$ cat config.mk
export PLATFORM = sky130hd
export DESIGN_NAME = ysyx_25020047_ifu
export DESIGN_NICKNAME = d
export VERILOG_FILES = /design/src/rtl/ysyx_25020047_ifu.sv
export SDC_FILE = /design/constraint.sdc
export NUM_CORES = 1
export LEC_CHECK = 0
export BUFFER_PORTS_ARGS = -buffer_cell sky130_fd_sc_hd__buf_4
export CAP_MARGIN = 20
export CORE_ASPECT_RATIO = 0.8
export CORE_MARGIN = 1
export CORE_UTILIZATION = 50
export CTS_BUF_LIST = sky130_fd_sc_hd__clkbuf_4 sky130_fd_sc_hd__clkbuf_8 sky130_fd_sc_hd__clkbuf_16
export CTS_CLUSTER_SIZE = 40
export DETAILED_ROUTE_END_ITERATION = 8
export MAX_ROUTING_LAYER = met4
export PLACE_DENSITY = 0.83
export SLEW_MARGIN = 20
export SYNTH_ARGS = -nofsm -noshare
export SYNTH_HDL_FRONTEND = slang
export SYNTH_SLANG_ARGS = --single-unit
$ cat constraint.sdc
create_clock -name clk -period 6.2 [get_ports clk]
set_input_delay 1.24 -clock clk [delete_from_list [all_inputs] [get_ports clk]]
set_output_delay 1.24 -clock clk [all_outputs]
set_load 0.02 [all_outputs]
$ cat src/rtl/ysyx_25020047_ifu.sv
// Instruction fetch unit for the ysyx_25020047 multi-cycle core: owns the PC,
// fetches one word per instruction and hands it to the decoder.
module ysyx_25020047_ifu #(
  parameter logic [31:0] RESET_PC = 32'h8000_0000
) (
  input  logic        clk,
  input  logic        rst,
  output logic        mem_req_valid,
  input  logic        mem_req_ready,
  output logic [31:0] mem_addr,
  input  logic        mem_resp_valid,
  input  logic [31:0] mem_resp_data,
  output logic        inst_valid,
  input  logic        inst_ready,
  output logic [31:0] inst,
  output logic [31:0] pc,
  output logic [31:0] snpc,
  input  logic        npc_valid,
  input  logic [31:0] npc,
  output logic        fetch_err,
  output logic [31:0] inst_cnt
);

  typedef enum logic [2:0] {
    S_REQ  = 3'd0,
    S_WAIT = 3'd1,
    S_HOLD = 3'd2,
    S_EXEC = 3'd3,
    S_ERR  = 3'd4
  } state_t;

  state_t      state_r, state_s;
  logic [31:0] pc_r, pc_s;
  logic [31:0] inst_r, inst_s;
  logic [31:0] inst_cnt_r, inst_cnt_s;
  logic        fetch_err_r, fetch_err_s;
  logic        npc_misaligned_s;

  assign npc_misaligned_s = (npc[1:0] != 2'b00);

  // Next-state and datapath update decode.
  always_comb begin
    state_s     = state_r;
    pc_s        = pc_r;
    inst_s      = inst_r;
    inst_cnt_s  = inst_cnt_r;
    fetch_err_s = fetch_err_r;
    case (state_r)
      S_REQ: begin
        // A response arriving here is stale and intentionally dropped.
        if (mem_req_ready) begin
          state_s = S_WAIT;
        end else begin
          state_s = S_REQ;
        end
      end
      S_WAIT: begin
        if (mem_resp_valid) begin
          inst_s  = mem_resp_data;
          state_s = S_HOLD;
        end else begin
          state_s = S_WAIT;
        end
      end
      S_HOLD: begin
        if (inst_ready) begin
          inst_cnt_s = inst_cnt_r + 32'd1;
          state_s    = S_EXEC;
        end else begin
          state_s = S_HOLD;
        end
      end
      S_EXEC: begin
        if (npc_valid) begin
          if (npc_misaligned_s) begin
            fetch_err_s = 1'b1;
            state_s     = S_ERR;
          end else begin
            pc_s    = npc;
            state_s = S_REQ;
          end
        end else begin
          state_s = S_EXEC;
        end
      end
      S_ERR: begin
        state_s = S_ERR;
      end
      default: begin
        // Corrupted state encoding: park safely and raise the error flag.
        fetch_err_s = 1'b1;
        state_s     = S_ERR;
      end
    endcase
  end

  // State and architectural registers.
  always_ff @(posedge clk or posedge rst) begin
    if (rst) begin
      state_r     <= S_REQ;
      pc_r        <= RESET_PC;
      inst_r      <= 32'h0000_0000;
      inst_cnt_r  <= 32'h0000_0000;
      fetch_err_r <= 1'b0;
    end else begin
      state_r     <= state_s;
      pc_r        <= pc_s;
      inst_r      <= inst_s;
      inst_cnt_r  <= inst_cnt_s;
      fetch_err_r <= fetch_err_s;
    end
  end

  // Request is held off while reset is asserted, even though state already reads REQ.
  assign mem_req_valid = (state_r == S_REQ) && !rst;
  assign inst_valid    = (state_r == S_HOLD);
  assign mem_addr      = pc_r;
  assign pc            = pc_r;
  assign snpc          = pc_r + 32'd4;
  assign inst          = inst_r;
  assign inst_cnt      = inst_cnt_r;
  assign fetch_err     = fetch_err_r;

endmodule

==> impl_metrics.ini <==
[clock_tree]
cts-root-buf = clkbuf_16
clk_path_buf_depth = 2
clkSinkCount = 100
htreeDepth = 3
clock_latency_ns = 0.33
cts_hold_buf = 0
post_cts_buffers = 0
cts_tree = done
clk_pin_slew_ns = 0.07
cts_buffers = 9
cts.repair.resized = 0

[grt]
met2_usage = 0.462
grt_pass1_vias = 3987
grt_overflow = 0
grt_max_degree = 54
busiest_layer = met2
antenna_found_initial = 0
grt_pass1_wl_mm = 20.3
grt_use_total = 0.263
use_met1 = 0.305
grtUsageMet3 = 0.0584

[routing]
vias = 3775
route.detailed.drc = 0
wire_per_inst_um = 17.3
drt_iter0_drc = 203
wl_mm = 12.5
vias_per_cell = 5.22
drtPass1Iterations = 4
antenna_left = 0

[die]
core_mm2 = 0.00927
top_level_ports = 233
num_rows = 31
die_h_um = 90.4
die_w_um = 113
fp.dieArea_mm2 = 0.0102
start_util = 0.527

[critical_path]
worstPathArrival_ns = 2.22
path_class = reg2out
path_cells = nand4_1 > nor4_4 > nand4_1 > xnor2_1 > buf_4
cp_common_cell = nand4_1
start_kind = register
critPathMaxStageDelay_ns = 0.62
cp_data_required_time_ns = 4.96
crit_path_end_kind = output port
critPathBufInv = 1
crit_fanout = 9
cp_slowest_cell = nor4_4
crit_family = simple AND/OR/NAND/NOR gates

[power_and_ir_drop]
p_leak_nw = 3.43
powerDensity_mw_per_mm2 = 441
ir_worst_vdd_mv = 0.319

[worst_hold_path]
worstHoldPathType = reg2reg

[layout]
drive_gt1_frac = 0.531
fillerInstances = 639
n_antenna_cell = 0
instances_no_fill = 723
multiInputGateArea_mm2 = 0.00203
area_delta_synth_final_pct = 39.1
fin_nets = 675
layout.area.seq_mm2 = 0.00250

[sta]
max_freq_mhz = 289
clock_skew_ns = 0.00565
period_needed_ns = 3.46
setup_viol = 0
period_share = 0.559
slew_headroom = 0.435
worst_slew_pin_slew_ns = 0.841
rsz0062_at_grt = false
drv_slew = 0
final_hold_viol_count = 0
setup_tns_ns = 0

[yosys]
synth_largest_area_cell = dfrtp_1
synth_warnings = 0
avgSynthCellArea_um2 = 12.1
yosysSeqAreaShare = 0.513
synth_fp_nets = 477
ys.flop_type = dfrtp_1
synth.distinct_cells = 34
ys_ff_latch = 100
yosys.cell_count.top_type = dfrtp_1
netlist_instances = 405
synth-edff-count = 0
async_reset_ff_frac = 1.00
netlist_top_cells_area = dfrtp_1, mux2_2, xnor2_1
yosys.area.top_type_share = 0.507
netlist_top_cells_count = dfrtp_1, mux2_2, xnor2_1
syn_area_mm2 = 0.00488

[placed_design]
io_buffer_count = 232
dpl.cell_count = 707
dp_hpwl_mm = 9.48
gp_congestion = 0.825

[run_status]
status = complete, no violations

[job]
cap_violations = 0
power breakdown:
part,total (mW),switching (mW),internal (mW)
Clock,0.615,0.246,0.369
Sequential,1.07,0.227,0.846
Combinational,1.31,0.681,0.629
Total,3.00,1.15,1.84
logic make-up (layout without fill, tap and decap cells):
family	count (synthesis)	in the layout	synth area share
AO/OA/AOI/OAI	5	5	0.00589
buffers and inverters	54	257	0.0733
flip-flops	100	100	0.513
multiplexers	63	63	0.145
XOR/XNOR	59	59	0.106
adder cells (fa/ha/maj)	2	2	0.00512
AND/OR/NAND/NOR	122	122	0.152
placed cells by master, fill, tap and decap left out, types with 2 or more instances in the layout:
cell and count:
dfrtp_1 99, nor4_1 3, xor2_1 11, nand4_1 23, and4_1 8, nand2b_1 2
bufinv_16 2, and2_1 5, nor2_2 2, nor2_1 6, buf_4 235, xnor2_1 48
ha_1 2, a21oi_1 3, mux2_2 62, nor3_1 9, and3_1 7, nand3b_1 2
nor4_4 3, nand3_1 25, inv_1 5, nand2_1 21, clkbuf_16 9
cell type report:
| class | count | share of cell area |
|---|---|---|
| sequential | 100 | 0.368 |
| multi-input combinational | 251 | 0.298 |
| inverter | 6 | 0.00368 |
| clock inverter | 6 | 0.0138 |
| tap | 115 | 0.0212 |
| timing repair buffer | 235 | 0.260 |
| clock buffer | 10 | 0.0352 |
registers in the layout, summed over array words and instances (netlist names):
signal,count
mem_addr,32
inst_cnt,32
fetch_err,1
inst,32
state_r,3
layer usage:
metal	up-vias	wire length, um
li1	1784	-
met1	1820	5060
met2	159	6560
met3	12	703
met4	0	167
met5	-	0
final timing paths:
kind                               from            to  slack [ns]  cells past startpoint
max                        mem_addr[15]      snpc[31]        2.74                      5
min                        inst_cnt[31]  inst_cnt[31]        0.48                      1
max reg2reg                  state_r[0]  inst_cnt[10]        4.07                      4
min reg2reg                inst_cnt[31]  inst_cnt[31]        0.48                      1
max in group asynchronous           rst   inst_cnt[4]        4.11                      3
min in group asynchronous           rst       inst[0]        0.97                      2
stage by stage:
| stage | utilization | worst slack (ns) | power, mW | hold WS (ns) | cell area (um2) |
|---|---|---|---|---|---|
| after floorplan | - | 2.34 | 1.85 | 0.513 | 4880 |
| after global placement | 0.697 | 3.15 | 2.36 | 0.463 | 6460 |
| after detailed placement | 0.697 | 3.08 | 2.40 | 0.468 | 6460 |
| after CTS | 0.733 | 2.71 | 3.02 | 0.486 | 6800 |
| after global routing | 0.733 | 2.56 | 3.13 | 0.518 | 6800 |
| final | 0.733 | 2.74 | 3.00 | 0.481 | 6800 |
Note: power is estimated with default switching activity, not from simulation.
